## src/rtl/riscv_pkg.sv

```systemverilog
// Shared RISC-V pipeline definitions: ALU ops, forwarding selects,
// writeback sources and the EX/MEM control bundle.
package riscv_pkg;

  localparam logic [2:0] ALU_ADD  = 3'b000;
  localparam logic [2:0] ALU_SUB  = 3'b001;
  localparam logic [2:0] ALU_AND  = 3'b010;
  localparam logic [2:0] ALU_OR   = 3'b011;
  localparam logic [2:0] ALU_XOR  = 3'b100;
  localparam logic [2:0] ALU_SLT  = 3'b101;
  localparam logic [2:0] ALU_SLTU = 3'b110;

  localparam logic [1:0] FWD_RF  = 2'b00;
  localparam logic [1:0] FWD_WB  = 2'b01;
  localparam logic [1:0] FWD_MEM = 2'b10;

  typedef enum logic [1:0] {
    RES_ALU = 2'b00,
    RES_MEM = 2'b01,
    RES_PC4 = 2'b10
  } resultSrc_t;

  typedef struct packed {
    logic       valid;
    logic       regWrite;
    logic       memWrite;
    logic [1:0] resultSrc;
    logic [4:0] rd;
  } exMemCtrl_t;

endpackage

```

## src/rtl/iexecute_if.sv

```systemverilog
// ID/EX inputs, forwarding sources and EX/MEM outputs
// of the execute stage.
interface iexecute_if #(parameter int XLEN = 32);

  logic            ValidE;
  logic            RegWriteE;
  logic            MemWriteE;
  logic            JumpE;
  logic            BranchE;
  logic            ALUSrcE;
  logic [1:0]      ResultSrcE;
  logic [2:0]      ALUControlE;
  logic [4:0]      RdE;
  logic [XLEN-1:0] PCE;
  logic [XLEN-1:0] RD1E;
  logic [XLEN-1:0] RD2E;
  logic [XLEN-1:0] ImmExtE;
  logic [XLEN-1:0] PCPlus4E;
  logic [1:0]      ForwardAE;
  logic [1:0]      ForwardBE;
  logic [XLEN-1:0] ResultW;

  logic            PCSrcE;
  logic [XLEN-1:0] PCTargetE;

  logic            ValidM;
  logic            RegWriteM;
  logic            MemWriteM;
  logic [1:0]      ResultSrcM;
  logic [4:0]      RdM;
  logic [XLEN-1:0] ALUResultM;
  logic [XLEN-1:0] WriteDataM;
  logic [XLEN-1:0] PCPlus4M;

  modport master (
    output ValidE, RegWriteE, MemWriteE,
    output JumpE, BranchE, ALUSrcE,
    output ResultSrcE, ALUControlE, RdE,
    output PCE, RD1E, RD2E,
    output ImmExtE, PCPlus4E,
    output ForwardAE, ForwardBE, ResultW,
    input  PCSrcE, PCTargetE,
    input  ValidM, RegWriteM, MemWriteM,
    input  ResultSrcM, RdM,
    input  ALUResultM, WriteDataM, PCPlus4M
  );

  modport slave (
    input  ValidE, RegWriteE, MemWriteE,
    input  JumpE, BranchE, ALUSrcE,
    input  ResultSrcE, ALUControlE, RdE,
    input  PCE, RD1E, RD2E,
    input  ImmExtE, PCPlus4E,
    input  ForwardAE, ForwardBE, ResultW,
    output PCSrcE, PCTargetE,
    output ValidM, RegWriteM, MemWriteM,
    output ResultSrcM, RdM,
    output ALUResultM, WriteDataM, PCPlus4M
  );

endinterface

```

## src/rtl/alu.sv

```systemverilog
// Combinational integer ALU for the execute stage.
// Add/sub wrap; unused encoding yields zero.
module alu
  import riscv_pkg::*;
#(
  parameter int XLEN = 32
) (
  input  logic [XLEN-1:0] a,
  input  logic [XLEN-1:0] b,
  input  logic [2:0]      ALUControl,
  output logic [XLEN-1:0] result,
  output logic            zero
);

  logic lt;
  logic ltu;

  assign lt  = $signed(a) < $signed(b);
  assign ltu = a < b;

  always_comb begin
    result = '0;
    case (ALUControl)
      ALU_ADD:  result = a + b;
      ALU_SUB:  result = a - b;
      ALU_AND:  result = a & b;
      ALU_OR:   result = a | b;
      ALU_XOR:  result = a ^ b;
      ALU_SLT:  result = {{(XLEN-1){1'b0}}, lt};
      ALU_SLTU: result = {{(XLEN-1){1'b0}}, ltu};
      default:  result = '0;
    endcase
  end

  assign zero = (result == '0);

endmodule

```

## src/rtl/ex_mem.sv

```systemverilog
// EX/MEM pipeline register; loads every cycle,
// cleared asynchronously by reset.
module ex_mem
  import riscv_pkg::*;
#(
  parameter int XLEN = 32
) (
  input  logic            clk,
  input  logic            reset,
  input  exMemCtrl_t      ctrlE,
  input  logic [XLEN-1:0] aluResultE,
  input  logic [XLEN-1:0] writeDataE,
  input  logic [XLEN-1:0] pcPlus4E,
  output exMemCtrl_t      ctrlM,
  output logic [XLEN-1:0] aluResultM,
  output logic [XLEN-1:0] writeDataM,
  output logic [XLEN-1:0] pcPlus4M
);

  always_ff @(posedge clk or posedge reset) begin
    if (reset) begin
      ctrlM      <= '0;
      aluResultM <= '0;
      writeDataM <= '0;
      pcPlus4M   <= '0;
    end else begin
      ctrlM      <= ctrlE;
      aluResultM <= aluResultE;
      writeDataM <= writeDataE;
      pcPlus4M   <= pcPlus4E;
    end
  end

endmodule

```

## src/rtl/iexecute.sv

```systemverilog
// Execute stage: operand forwarding, ALU, branch/jump
// redirect and target, feeding the EX/MEM register.
module iexecute
  import riscv_pkg::*;
#(
  parameter int XLEN = 32
) (
  input  logic     clk,
  input  logic     reset,
  iexecute_if.slave ex
);

  logic [XLEN-1:0] srcA;
  logic [XLEN-1:0] srcB;
  logic [XLEN-1:0] writeDataE;
  logic [XLEN-1:0] aluResultE;
  logic [XLEN-1:0] aluResultM;
  logic [XLEN-1:0] writeDataM;
  logic [XLEN-1:0] pcPlus4M;
  logic            zeroE;
  exMemCtrl_t      ctrlE;
  exMemCtrl_t      ctrlM;

  // Select 11 is treated like 00: register file
  always_comb begin
    case (ex.ForwardAE)
      FWD_WB:  srcA = ex.ResultW;
      FWD_MEM: srcA = aluResultM;
      default: srcA = ex.RD1E;
    endcase
  end

  always_comb begin
    case (ex.ForwardBE)
      FWD_WB:  writeDataE = ex.ResultW;
      FWD_MEM: writeDataE = aluResultM;
      default: writeDataE = ex.RD2E;
    endcase
  end

  assign srcB = ex.ALUSrcE ? ex.ImmExtE
                           : writeDataE;

  alu #(.XLEN(XLEN)) uAlu (
    .a          (srcA),
    .b          (srcB),
    .ALUControl (ex.ALUControlE),
    .result     (aluResultE),
    .zero       (zeroE)
  );

  assign ex.PCTargetE = ex.PCE + ex.ImmExtE;
  assign ex.PCSrcE    = ex.ValidE &
    ((ex.BranchE & zeroE) | ex.JumpE);

  // Bubbles must never write the RF or memory
  assign ctrlE.valid     = ex.ValidE;
  assign ctrlE.regWrite  = ex.RegWriteE & ex.ValidE;
  assign ctrlE.memWrite  = ex.MemWriteE & ex.ValidE;
  assign ctrlE.resultSrc = ex.ResultSrcE;
  assign ctrlE.rd        = ex.RdE;

  ex_mem #(.XLEN(XLEN)) uExMem (
    .clk        (clk),
    .reset      (reset),
    .ctrlE      (ctrlE),
    .aluResultE (aluResultE),
    .writeDataE (writeDataE),
    .pcPlus4E   (ex.PCPlus4E),
    .ctrlM      (ctrlM),
    .aluResultM (aluResultM),
    .writeDataM (writeDataM),
    .pcPlus4M   (pcPlus4M)
  );

  assign ex.ValidM     = ctrlM.valid;
  assign ex.RegWriteM  = ctrlM.regWrite;
  assign ex.MemWriteM  = ctrlM.memWrite;
  assign ex.ResultSrcM = ctrlM.resultSrc;
  assign ex.RdM        = ctrlM.rd;
  assign ex.ALUResultM = aluResultM;
  assign ex.WriteDataM = writeDataM;
  assign ex.PCPlus4M   = pcPlus4M;

endmodule
```

## src/flat_wrapper.sv

```systemverilog
// flat-port wrapper written by rule: the top's interface ports become plain ports
module iexecute_flat import riscv_pkg::*;
#(
  parameter int XLEN = 32
)
  (clk, reset, ex_ValidE, ex_RegWriteE, ex_MemWriteE, ex_JumpE, ex_BranchE, ex_ALUSrcE, ex_ResultSrcE, ex_ALUControlE, ex_RdE, ex_PCE, ex_RD1E, ex_RD2E, ex_ImmExtE, ex_PCPlus4E, ex_ForwardAE, ex_ForwardBE, ex_ResultW, ex_PCSrcE, ex_PCTargetE, ex_ValidM, ex_RegWriteM, ex_MemWriteM, ex_ResultSrcM, ex_RdM, ex_ALUResultM, ex_WriteDataM, ex_PCPlus4M);
  iexecute_if #(.XLEN(XLEN)) ex_i ();
  input  logic clk;
  input  logic reset;
  input wire logic [$bits(ex_i.ValidE)-1:0] ex_ValidE;
  input wire logic [$bits(ex_i.RegWriteE)-1:0] ex_RegWriteE;
  input wire logic [$bits(ex_i.MemWriteE)-1:0] ex_MemWriteE;
  input wire logic [$bits(ex_i.JumpE)-1:0] ex_JumpE;
  input wire logic [$bits(ex_i.BranchE)-1:0] ex_BranchE;
  input wire logic [$bits(ex_i.ALUSrcE)-1:0] ex_ALUSrcE;
  input wire logic [$bits(ex_i.ResultSrcE)-1:0] ex_ResultSrcE;
  input wire logic [$bits(ex_i.ALUControlE)-1:0] ex_ALUControlE;
  input wire logic [$bits(ex_i.RdE)-1:0] ex_RdE;
  input wire logic [$bits(ex_i.PCE)-1:0] ex_PCE;
  input wire logic [$bits(ex_i.RD1E)-1:0] ex_RD1E;
  input wire logic [$bits(ex_i.RD2E)-1:0] ex_RD2E;
  input wire logic [$bits(ex_i.ImmExtE)-1:0] ex_ImmExtE;
  input wire logic [$bits(ex_i.PCPlus4E)-1:0] ex_PCPlus4E;
  input wire logic [$bits(ex_i.ForwardAE)-1:0] ex_ForwardAE;
  input wire logic [$bits(ex_i.ForwardBE)-1:0] ex_ForwardBE;
  input wire logic [$bits(ex_i.ResultW)-1:0] ex_ResultW;
  output wire logic [$bits(ex_i.PCSrcE)-1:0] ex_PCSrcE;
  output wire logic [$bits(ex_i.PCTargetE)-1:0] ex_PCTargetE;
  output wire logic [$bits(ex_i.ValidM)-1:0] ex_ValidM;
  output wire logic [$bits(ex_i.RegWriteM)-1:0] ex_RegWriteM;
  output wire logic [$bits(ex_i.MemWriteM)-1:0] ex_MemWriteM;
  output wire logic [$bits(ex_i.ResultSrcM)-1:0] ex_ResultSrcM;
  output wire logic [$bits(ex_i.RdM)-1:0] ex_RdM;
  output wire logic [$bits(ex_i.ALUResultM)-1:0] ex_ALUResultM;
  output wire logic [$bits(ex_i.WriteDataM)-1:0] ex_WriteDataM;
  output wire logic [$bits(ex_i.PCPlus4M)-1:0] ex_PCPlus4M;
  assign ex_i.ValidE = ex_ValidE;
  assign ex_i.RegWriteE = ex_RegWriteE;
  assign ex_i.MemWriteE = ex_MemWriteE;
  assign ex_i.JumpE = ex_JumpE;
  assign ex_i.BranchE = ex_BranchE;
  assign ex_i.ALUSrcE = ex_ALUSrcE;
  assign ex_i.ResultSrcE = ex_ResultSrcE;
  assign ex_i.ALUControlE = ex_ALUControlE;
  assign ex_i.RdE = ex_RdE;
  assign ex_i.PCE = ex_PCE;
  assign ex_i.RD1E = ex_RD1E;
  assign ex_i.RD2E = ex_RD2E;
  assign ex_i.ImmExtE = ex_ImmExtE;
  assign ex_i.PCPlus4E = ex_PCPlus4E;
  assign ex_i.ForwardAE = ex_ForwardAE;
  assign ex_i.ForwardBE = ex_ForwardBE;
  assign ex_i.ResultW = ex_ResultW;
  assign ex_PCSrcE = ex_i.PCSrcE;
  assign ex_PCTargetE = ex_i.PCTargetE;
  assign ex_ValidM = ex_i.ValidM;
  assign ex_RegWriteM = ex_i.RegWriteM;
  assign ex_MemWriteM = ex_i.MemWriteM;
  assign ex_ResultSrcM = ex_i.ResultSrcM;
  assign ex_RdM = ex_i.RdM;
  assign ex_ALUResultM = ex_i.ALUResultM;
  assign ex_WriteDataM = ex_i.WriteDataM;
  assign ex_PCPlus4M = ex_i.PCPlus4M;
  iexecute #(.XLEN(XLEN)) u_core (.clk(clk), .reset(reset), .ex(ex_i));
endmodule
```

## config.mk

```make
export PLATFORM = sky130hd
export DESIGN_NAME = iexecute_flat
export DESIGN_NICKNAME = d
export VERILOG_FILES = /design/src/rtl/riscv_pkg.sv /design/src/rtl/iexecute_if.sv /design/src/rtl/alu.sv /design/src/rtl/ex_mem.sv /design/src/rtl/iexecute.sv /design/src/flat_wrapper.sv
export SDC_FILE = /design/constraint.sdc
export NUM_CORES = 1
export LEC_CHECK = 0
export BUFFER_PORTS_ARGS = -buffer_cell sky130_fd_sc_hd__buf_4
export CORE_MARGIN = 2
export CORE_UTILIZATION = 49
export DETAILED_ROUTE_END_ITERATION = 16
export PLACE_DENSITY_LB_ADDON = 0.1
export SETUP_SLACK_MARGIN = 0.1
export SKIP_LAST_GASP = 1
export SYNTH_ARGS = -nofsm -noshare
export SYNTH_HDL_FRONTEND = slang
export SYNTH_SLANG_ARGS = --single-unit
```

## constraint.sdc

```tcl
create_clock -name clk -period 5.5 [get_ports clk]
set_input_delay 0.55 -clock clk [delete_from_list [all_inputs] [get_ports clk]]
set_output_delay 0.55 -clock clk [all_outputs]
set_load 0.02 [all_outputs]
```

Word-level counts from Yosys, hierarchy flattened:

Index checks and enable logic that the tools add are counted.

* flip-flop bits (word level): 106
* input port bits: 214
* bits in read-only memories: 0
* memories kept: 0
* word-level logic and storage cells: 37
* bits in writable memories: 0
* latch bits: 0

* reduce and logical (&&, ||, !) cells: 2
* mux-type cells: 4
* bitwise operators: 8
* magnitude comparators: 2
* div/mod/pow operators: 0
* multipliers: 0
* eq/ne operators: 10
* add/subtract/negate cells: 3
* shifts and indexed selects: 0

Operators by type and width (number)
* $pmux 32 s7: 1
* $pmux 32 s2: 2
* $add 32x32->32: 2
* $lt 32x32->1: 2
* $and 32x32->32: 1
* $logic_not 32->1: 1
* $mux 32: 1
* $or 32x32->32: 1
* $sub 32x32->32: 1
* $xor 32x32->32: 1
* $eq 3x3->1 const B: 3
* $eq 3x2->1 const B: 2
* $and 1x1->1: 4
* $eq 2x1->1 const B: 2
* $eq 2x2->1 const B: 2
* $eq 3x1->1 const B: 1
* $logic_not 3->1: 1
* $or 1x1->1: 1

Logic depth before layout (Yosys ltp):

Gate-level depths: netlist of run 1.

* word-level depth: 9
* gate-level depth with buffers: 21
* gate-level depth less buffers: 20

Cells and area by module:

A second synthesis of run 1 with hierarchy kept.

* cell total of the unflattened synthesis: 1483
* area total of the unflattened synthesis: 11842.6 um2

By module, submodules not included
* alu: times used 1, area an instance 5985.7 um2, cells an instance 885
* iexecute: times used 1, area an instance 3200.6 um2, cells an instance 491
* ex_mem: times used 1, area an instance 2656.3 um2, cells an instance 107

Least setup slack after synthesis of run 1:

OpenSTA, ideal clock, no wires.

* path type: input-to-output
* from: input port ex_ForwardBE[0]
* to: output port ex_PCSrcE
* stages: 20
* setup slack: -0.104 ns
* path buffers: 2
* data arrival time: 5.054 ns
* cells stage by stage: inv_1 -> ha_1 -> clkbuf_1 -> clkbuf_1 -> a21oi_1 -> o21ai_0 -> ha_1 -> inv_1 -> fa_1 -> nor2b_1 -> o31ai_2 -> a21oi_2 -> nor3_2 -> or3_1 -> and4_1 -> nor3b_2 -> o2111ai_1 -> a2111o_1 -> or3_1 -> o41ai_2

* longest elaborated chain between the ends: 9
* elaborated cells on any way between the ends: 16
* those cells by class: add/sub (2); order compare (2); eq/ne (2); mux (3); bitwise (6); reduce/logical (1)

Ends and longest elaborated chain
* from (decl): line flat_wrapper.sv:25 `input wire logic [$bits(ex_i.ForwardBE)-1:0] ex_ForwardBE;`
* $eq 2x2->1 or $eq 2x1->1 (tied branches): line iexecute.sv:34 `case (ex.ForwardBE)`
* $pmux 32 s2 *: line iexecute.sv:34
* $mux 32 *: line iexecute.sv:41 `assign srcB = ex.ALUSrcE ? ex.ImmExtE`
* $sub 32x32->32, or another cell as far along: line alu.sv:25 `ALU_SUB: result = a - b;`
* $pmux 32 s7 *: line alu.sv:23 `case (ALUControl)`
* $logic_not 32->1 *: line alu.sv:35 `assign zero = (result == '0);`
* $and 1x1->1 *: line iexecute.sv:54 `((ex.BranchE & zeroE) | ex.JumpE);`
* $or 1x1->1 *: line iexecute.sv:54
* $and 1x1->1 *: line iexecute.sv:53 `assign ex.PCSrcE = ex.ValidE &`
* to (decl): line flat_wrapper.sv:27 `output wire logic [$bits(ex_i.PCSrcE)-1:0] ex_PCSrcE;`

Mark *: on every way between the ends. The rest lies on a longest branch, timed or not.

Worst setup path after layout of run 1:

* from: input port ex_ForwardBE[1]
* to: output port ex_PCSrcE

Same word-level chain as after synthesis.

==> summary.md, run 1 <==
| Metric | Value |
|---|---|
| Status | `complete, but fails checks` |
| Violated checks | `negative setup slack` |
| Max-cap violations | `0` |
| Startpoint types | `input port` |
| Number of fill cells in the layout | `1580` |
| Number of synthesized register bits | `106` |
| Effective utilization at floorplan | `50.2%` |
| Post-Layout Cell Count | `2568` |
| Worst-margin pin slew | `1.03 ns` |
| Post-synthesis adder-cell area fraction | `15.3%` |
| Net Count, Synth | `1920` |
| Maximum level of the CTS H-tree | `3` |
| Total power density per cell area | `262 mW/mm²` |
| Post-route antenna net violation count | `0` |
| Register area share after synthesis | `22.4%` |
| Detailed-route vias per instance | `6.14` |
| Origin of the worst setup path | `ex_ForwardBE[1]` |
| Beginning of the worst register-to-register path | `u_core.uExMem.aluResultM[0]$_DFF_PP0_` |
| Unrepaired setup endpoints after global routing | `yes` |
| Critical path data arrival time | `5.21 ns` |
| Proportion of synthesized area in mux cells | `0.686%` |
| Cts bufs inserted | `9` |
| Violation count after the first detailed-routing iteration | `1991` |
| Sort of element at the end of the critical path | `output pin` |
| Total number of nets in the final design | `2600` |
| Crit Path Class | `input port to output pin` |
| Relative slew margins | `31.4%` |
| Layout area overhead | `59.9%` |
| Via count of the first global-routing pass | `15000` |
| Number of antenna violations at the first check in global routing | `1` |
| Required time at the endpoint of the critical path | `4.95 ns` |
| Post-synthesis share of cell area spent on xor and xnor gates | `2.81%` |
| Combinational family with the most area after synthesis | `compound AO/OA/AOI/OAI gates` |
| Reg-to-reg setup timing slack | `1.16 ns` |
| Worst min-delay path category | `input port to async pin` |
| Final worst clock skew | `0.00897 ns` |
| Clock latency on the worst-skew pair | `0.36 ns` |
| Cell leakage power | `9.30 nW` |
| Maximum clock path buffer count | `2` |
| Die Span Y | `160 µm` |
| Final WS setup | `-0.259 ns` |
| Last weighted congestion value of the routability-driven placer | `1.07` |
| Final design area excluding fillers | `0.0189 mm²` |
| Clock tree from TritonCTS | `done` |
| DIE WIDTH | `160 µm` |
| Most frequent standard cell in the layout excluding fill and tap cells | `sky130_fd_sc_hd__buf_4` |
| First drt pass iteration count | `7` |
| Post-layout minimum cycle time | `5.76 ns` |
| Syn. warnings | `0` |
| Synthesized netlist cell count | `1563` |
| Tcrit/Tclk final | `105%` |
| Residual overflow from global routing | `0` |
| Fraction of final layout cells sized beyond drive strength 1 | `43.1%` |
| Overall routed net length | `59400 µm` |
| Synthesized area divided by synthesized cell count | `7.58 µm²` |
| Library cell occupying the most area in the post-synthesis netlist | `sky130_fd_sc_hd__dfrtp_1` |
| Unique cell type count in the Yosys netlist | `100` |
| Avg WL per Cell | `23.1 µm` |
| First-pass GRT wire length | `86700 µm` |
| CTS sink count | `106` |
| Placement Setup Slack | `-0.562 ns` |
| Most used flip-flop cell after synthesis | `sky130_fd_sc_hd__dfrtp_1` |
| Worst IR drop on VDD | `0.000181 V` |
| Clock slew seen by the registers of the worst setup and hold paths | `0.08 ns` |
| Post-Synth Simple-Gate Area | `19.3%` |
| Max frequency | `174 MHz` |
| Post-placement cell area | `0.0174 mm²` |
| Commonest cells after routing, fill and taps aside | `sky130_fd_sc_hd__buf_4 (736), sky130_fd_sc_hd__nand2_1 (153), sky130_fd_sc_hd__inv_1 (137), sky130_fd_sc_hd__nor2_1 (121), sky130_fd_sc_hd__ha_1 (115)` |
| Total power of the final layout | `4.97 mW` |
| Ys async rst share | `100%` |
| Root buffer cell | `sky130_fd_sc_hd__clkbuf_16` |
| Number of cell rows | `56` |
| Count of buffers inserted at the top-level ports | `352` |
| Post-synthesis instance area | `0.0118 mm²` |
| Area of the core | `0.0236 mm²` |
| Leading cell types by total area after synthesis | `sky130_fd_sc_hd__dfrtp_1 (22%), sky130_fd_sc_hd__ha_1 (15%), sky130_fd_sc_hd__a21oi_1 (5.9%), sky130_fd_sc_hd__o21ai_0 (5.0%), sky130_fd_sc_hd__nand2_1 (4.9%)` |
| Number of remaining DRC errors | `0` |
| EDFF count, synth | `0` |
| Largest fanout of any net on the critical path | `17` |
| Post-placement cell count | `2514` |
| Number of buffers added to fix hold violations after cts | `0` |
| Overall global routing resource usage | `43.6%` |
| Placed wire-length estimate after detailed placement | `46700 µm` |
| Compound-gate portion of the synthesized area | `32.0%` |
| Total number of vias | `15800` |
| Top-area cell type share of the netlist area | `22.4%` |
| Number of failing setup endpoints in the final timing report | `1` |
| Num ports | `353` |
| Number of pins exceeding their max-slew limit in the final report | `0` |
| Worst-case hold slack | `0.231 ns` |
| Maximum number of pins on one net before global-route repair | `69` |
| Final Hold Vio Count | `0` |
| Floorplan die area | `0.0254 mm²` |
[sequential cells by signal, summed over array words and instances (netlist names)]
register,flops
u_core.uExMem.aluResultM,32
u_core.uExMem.writeDataM,32
u_core.uExMem.pcPlus4M,32
u_core.uExMem.ctrlM,10
[worst paths after layout]
path	depth (start not counted)	to
setup reg to reg	19	u_core.uExMem.aluResultM[30]$_DFF_PP0_
setup / recovery	21	ex_PCSrcE
max in group asynchronous	3	u_core.uExMem.aluResultM[2]$_DFF_PP0_
hold reg to reg	4	u_core.uExMem.writeDataM[29]$_DFF_PP0_
min in group clk	1	u_core.uExMem.pcPlus4M[29]$_DFF_PP0_
hold / removal	2	u_core.uExMem.ctrlM[4]$_DFF_PP0_
[synthesized netlist by cell type (10+ instances only)]
library cell / number
sky130_fd_sc_hd__inv_1: 142
sky130_fd_sc_hd__o21a_1: 20
sky130_fd_sc_hd__a21o_1: 40
sky130_fd_sc_hd__nor3_1: 39
sky130_fd_sc_hd__a211oi_1: 18
sky130_fd_sc_hd__ha_1: 140
sky130_fd_sc_hd__nand2b_1: 16
sky130_fd_sc_hd__o21ai_0: 119
sky130_fd_sc_hd__nor4_1: 16
sky130_fd_sc_hd__nand3_1: 18
sky130_fd_sc_hd__dfrtp_1: 106
sky130_fd_sc_hd__and3_1: 11
sky130_fd_sc_hd__a22oi_1: 65
sky130_fd_sc_hd__nor2_1: 134
sky130_fd_sc_hd__o211ai_1: 27
sky130_fd_sc_hd__or3_1: 11
sky130_fd_sc_hd__a31oi_1: 14
sky130_fd_sc_hd__nor2b_1: 16
sky130_fd_sc_hd__o31ai_1: 13
sky130_fd_sc_hd__a21oi_1: 140
sky130_fd_sc_hd__nand2_1: 155
sky130_fd_sc_hd__nand4_1: 16
sky130_fd_sc_hd__clkbuf_1: 58
sky130_fd_sc_hd__buf_2: 17
sky130_fd_sc_hd__and2_1: 10
sky130_fd_sc_hd__xnor2_1: 29
[power breakdown]
part / switching (mW) / leakage [nW] / internal (mW)
registers: 0.0938 / 1.29 / 0.882
clock network: 0.336 / 0.150 / 0.335
logic: 1.81 / 7.86 / 1.51
total: 2.24 / 9.30 / 2.73
[routing by layer]
layer,vias up,routed length [µm],part of all wire [%],track usage (%)
met4,0,3900,6.6,22.5
li1,6983,-,-,-
met2,1135,26000,44,67.6
met1,7391,22200,37,56.4
met5,-,0,0,0
met3,269,7330,12,10.7
[layout make-up]
cell class | count | area, µm² | share of cell area [%]
Multi-Input combinational cell | 1230 | 9240 | 48.8
Sequential cell | 106 | 2650 | 14.0
Clock buffer | 10 | 239 | 1.26
Clock inverter | 6 | 67.6 | 0.357
Timing Repair Buffer | 753 | 5810 | 30.6
Tap cell | 319 | 399 | 2.11
Antenna cell | 1 | 2.50 | 0.0132
Inverter | 143 | 539 | 2.85
[stage by stage]
stage	setup TNS, ns	util, %
after global placement	-0.555	73.6
final	-0.259	80.2
after floorplan	0	-
after global routing	-0.361	80.2
after detailed placement	-0.562	73.6
after CTS	-0.110	76.6
[timing repair]
item	4_1_cts	5_1_grt
resized for setup	92	159
endpoints found under the setup margin	1	1
pin swaps	30	61
gates cloned	0	2
buffers inserted	13	22
hold endpoints to repair	0	0
[worst max-delay path, cell delays in order]
cell and delay, ns:
sky130_fd_sc_hd__buf_4 0.10, sky130_fd_sc_hd__inv_1 0.06, sky130_fd_sc_hd__ha_4 0.17, sky130_fd_sc_hd__buf_4 0.16, sky130_fd_sc_hd__buf_6 0.17, sky130_fd_sc_hd__a22oi_1 0.22
sky130_fd_sc_hd__nor2_1 0.09, sky130_fd_sc_hd__a21oi_1 0.21, sky130_fd_sc_hd__o21ai_1 0.15, sky130_fd_sc_hd__ha_1 0.39, sky130_fd_sc_hd__buf_4 0.19, sky130_fd_sc_hd__a21oi_1 0.34
sky130_fd_sc_hd__nand3_1 0.13, sky130_fd_sc_hd__a21oi_1 0.41, sky130_fd_sc_hd__a211oi_1 0.16, sky130_fd_sc_hd__nor3b_2 0.29, sky130_fd_sc_hd__o2111ai_1 0.15, sky130_fd_sc_hd__a2111o_1 0.39
sky130_fd_sc_hd__or3_4 0.39, sky130_fd_sc_hd__o41ai_4 0.28, sky130_fd_sc_hd__buf_4 0.19
[cell families after synthesis]
| logic type | count (synthesis) |
|---|---|
| AND/OR/NAND/NOR | 478 |
| flip-flops | 106 |
| AO/OA/AOI/OAI | 563 |
| buffers and inverters | 227 |
| XOR/XNOR | 38 |
| multiplexers | 8 |
| adder cells (fa/ha/maj) | 143 |
Note: power is estimated with default switching activity, not from simulation.
==> run 2, diff against run 1 <==
Settings changed: SYNTH_HIERARCHICAL from default to 1.
==> run 2 against run 1 <==
  * The run still ends with negative setup slack left
  * Hold slack worse by 0.011 ns
  * Clock-buffer cell count unchanged
  * Die area is essentially flat
  * Largest cell class unchanged
==> summary.md, run 2 <==
| Metric | Value |
|---|---|
| Synthesized netlist cell count | `1483` |
| Post-synthesis instance area | `0.0118 mm²` |
| Overall routed net length | `54000 µm` |
| Maximum number of pins on one net before global-route repair | `65` |
| Most used flip-flop cell after synthesis | `sky130_fd_sc_hd__dfrtp_1` |
| Power dissipated by switching net loads | `2.07 mW` |
| Reg-to-reg setup timing slack | `1.58 ns` |
| Layout area overhead | `47.6%` |
| Overall global routing resource usage | `40.8%` |
| Max-cap violations | `0` |
| Switching fraction of total power | `44.5%` |
| Synthesized area divided by synthesized cell count | `7.99 µm²` |
| Status | `complete, but fails checks` |
| Largest fanout of any net on the critical path | `14` |
| Maximum level of the CTS H-tree | `3` |
| Clk pwr share | `14.5%` |
| Leading cell types by total area after synthesis | `sky130_fd_sc_hd__dfrtp_1 (22%), sky130_fd_sc_hd__ha_1 (15%), sky130_fd_sc_hd__o21ai_0 (5.3%), sky130_fd_sc_hd__nand2_1 (5.0%), sky130_fd_sc_hd__a21oi_1 (4.8%)` |
| Final worst clock skew | `0.0152 ns` |
| Origin of the worst setup path | `ex_ForwardBE[1]` |
| Num ports | `353` |
| Register area share after synthesis | `22.4%` |
| Largest registers in the final layout | `u_core/uExMem/aluResultM x32, u_core/uExMem/pcPlus4M x32, u_core/uExMem/writeDataM x32` |
| Tcrit/Tclk final | `104%` |
| Critical path data arrival time | `5.18 ns` |
| List of most frequent post-synthesis cells | `sky130_fd_sc_hd__nand2_1 (158), sky130_fd_sc_hd__ha_1 (140), sky130_fd_sc_hd__o21ai_0 (125)` |
| Via count of the first global-routing pass | `14200` |
| Final Hold Vio Count | `0` |
| Placed wire-length estimate after detailed placement | `44500 µm` |
| Cell internal power dissipation | `2.58 mW` |
| Reg-to-Reg End | `u_core/uExMem/aluResultM[24]$_DFF_PP0_` |
| Cts bufs inserted | `9` |
| Most repeated cell in the gate-level netlist after synthesis | `sky130_fd_sc_hd__nand2_1` |
| Residual overflow from global routing | `0` |
| First-pass GRT wire length | `81300 µm` |
| Violated checks | `negative setup slack` |
| Maximum clock path buffer count | `2` |
| Sequential share of power | `20.9%` |
| Relative slew margins | `36.2%` |
| Post-layout minimum cycle time | `5.73 ns` |
| Cell leakage power | `8.58 nW` |
| Beginning of the worst register-to-register path | `u_core/uExMem/aluResultM[2]$_DFF_PP0_` |
| Path depth of the worst reg2reg path | `18` |
| Detailed-route vias per instance | `6.04` |
| Library cell occupying the most area in the post-synthesis netlist | `sky130_fd_sc_hd__dfrtp_1` |
| Number of synthesized register bits | `106` |
| CTS sink count | `106` |
| Number of pins exceeding their max-slew limit in the final report | `0` |
| Core occupancy in the finished layout | `74.0%` |
| Total number of vias | `14600` |
| Avg WL per Cell | `22.4 µm` |
| Startpoint types | `input port` |
| Violation count after the first detailed-routing iteration | `1737` |
| Number of failing setup endpoints in the final timing report | `1` |
| Number of antenna violations at the first check in global routing | `1` |
| Part of the total power dissipated in combinational logic | `64.5%` |
| Capturing element of the worst setup path | `ex_PCSrcE` |
| Fraction of final layout cells sized beyond drive strength 1 | `38.2%` |
| Number of cell rows | `56` |
| Post-placement cell count | `2392` |
| Last weighted congestion value of the routability-driven placer | `1.08` |
| Floorplan die area | `0.0254 mm²` |
| Sort of element at the end of the critical path | `output pin` |
| Number of buffers added to fix hold violations after cts | `0` |
| Crit Path Class | `input port to output pin` |
| Worst-case hold slack | `0.221 ns` |
| Clock slew seen by the registers of the worst setup and hold paths | `0.08 ns` |
| Post-Layout Cell Count | `2413` |
| Final WS setup | `-0.233 ns` |
| Unique cell type count in the Yosys netlist | `97` |
| Required time at the endpoint of the critical path | `4.95 ns` |
| Number of remaining DRC errors | `0` |
| Total number of nets in the final design | `2444` |
| Worst IR drop on VDD | `0.000167 V` |
| Unrepaired setup endpoints after global routing | `yes` |
| Worst-margin pin slew | `0.955 ns` |
| Count of buffers inserted at the top-level ports | `352` |
| Syn. warnings | `6` |
| Root buffer cell | `sky130_fd_sc_hd__clkbuf_16` |
| Effective utilization at floorplan | `50.2%` |
| First drt pass iteration count | `7` |
| Commonest cells after routing, fill and taps aside | `sky130_fd_sc_hd__buf_4 (672), sky130_fd_sc_hd__nand2_1 (158), sky130_fd_sc_hd__ha_1 (134), sky130_fd_sc_hd__o21ai_0 (112), sky130_fd_sc_hd__a21oi_1 (110)` |
| Die Span Y | `159 µm` |
| Top-area cell type share of the netlist area | `22.4%` |
| Clock latency on the worst-skew pair | `0.37 ns` |
| Area of the core | `0.0236 mm²` |
| Post-route antenna net violation count | `0` |
| Ys async rst share | `100%` |
| Net Count, Synth | `1840` |
| Max frequency | `174 MHz` |
| DIE WIDTH | `159 µm` |
| EDFF count, synth | `0` |
| Clock tree from TritonCTS | `done` |
| Worst min-delay path category | `input port to async pin` |
| Total power density per cell area | `266 mW/mm²` |
| Most frequent standard cell in the layout excluding fill and tap cells | `sky130_fd_sc_hd__buf_4` |
[run 2: cells by family (layout without fill, tap and decap cells)]
family,Yosys count,in the layout,share of synthesized area (%)
compound gates,542,542,31.0
xor+xnor,47,47,3.54
fa+ha+maj,143,143,15.3
buf+inv,198,807,6.96
flops,106,106,22.4
mux,41,41,3.91
other cells,0,2,0
simple gates,406,406,16.9
[run 2: how the worst min path moves through the flow]
stage                                                 endpoint  slack (ns)      start
after floorplan               u_core/uExMem/ctrlM[0]$_DFF_PP0_        0.58  ex_RdE[0]
after global placement        u_core/uExMem/ctrlM[3]$_DFF_PP0_        0.61      reset
after detailed placement  u_core/uExMem/pcPlus4M[18]$_DFF_PP0_        0.62      reset
after CTS                 u_core/uExMem/pcPlus4M[18]$_DFF_PP0_        0.23      reset
after global routing      u_core/uExMem/pcPlus4M[18]$_DFF_PP0_        0.26      reset
final                     u_core/uExMem/pcPlus4M[18]$_DFF_PP0_        0.22      reset
[run 2: per-stage QoR]
step | setup slack, ns | setup TNS (ns) | power, mW | cell area, µm²
finish | -0.233 | -0.233 | 4.65 | 17500
global route | -0.444 | -0.444 | 4.87 | 17500
CTS | -0.128 | -0.128 | 4.56 | 17400
detailed placement | -0.394 | -0.394 | 3.85 | 17000
global placement | -0.269 | -0.269 | 3.81 | 17000
floorplan | 0.220 | 0 | 2.44 | 11800
[run 2: area by class of cell]
cell class,count,area (µm²)
fillers,1858,6130
flip-flops and latches,106,2650
multi-input cells,1179,8500
repair buffers,680,5200
diodes,2,5.00
inverters,111,419
clock buffers,10,239
well taps,319,399
clock inverters,6,62.6
[run 2: power groups by stage]
stage	Clock [mW]	Sequential (mW)	Combinational, mW
finish	0.676	0.974	3.00
floorplan	0	1.09	1.36
CTS	0.681	0.969	2.91
detailed placement	0	0.984	2.87
global route	0.714	0.980	3.17
global placement	0	0.985	2.82
[run 2: critical path, cell delays in order]
cell and delay [ns]:
sky130_fd_sc_hd__buf_4 0.12, sky130_fd_sc_hd__inv_1 0.05, sky130_fd_sc_hd__ha_1 0.19, sky130_fd_sc_hd__buf_12 0.15, sky130_fd_sc_hd__a22oi_1 0.08, sky130_fd_sc_hd__o21ai_1 0.20
sky130_fd_sc_hd__mux2_2 0.26, sky130_fd_sc_hd__inv_1 0.09, sky130_fd_sc_hd__ha_1 0.35, sky130_fd_sc_hd__o21bai_1 0.14, sky130_fd_sc_hd__o211ai_1 0.35, sky130_fd_sc_hd__a211oi_1 0.15
sky130_fd_sc_hd__o211ai_1 0.20, sky130_fd_sc_hd__o211ai_1 0.18, sky130_fd_sc_hd__or4_1 0.62, sky130_fd_sc_hd__nor4_2 0.23, sky130_fd_sc_hd__nand4b_1 0.21, sky130_fd_sc_hd__nor4_4 0.33
sky130_fd_sc_hd__nand3_1 0.15, sky130_fd_sc_hd__nor4_2 0.21, sky130_fd_sc_hd__a21oi_1 0.11, sky130_fd_sc_hd__nor2b_1 0.12, sky130_fd_sc_hd__buf_4 0.15
[run 2: layer usage]
metal | global-route usage (%) | up-vias | wire [µm]
met5 | 0 | - | 0
met3 | 10.6 | 166 | 5820
met2 | 67.7 | 898 | 25100
met1 | 51.1 | 6878 | 20900
li1 | - | 6636 | -
met4 | 15.1 | 0 | 2180
[run 2: what timing repair did]
item | in CTS | in global routing
pin swaps | 8 | 2
gates cloned | 0 | 0
resized for setup | 22 | 13
setup buffers | 3 | 0
setup endpoints to repair | 1 | 1
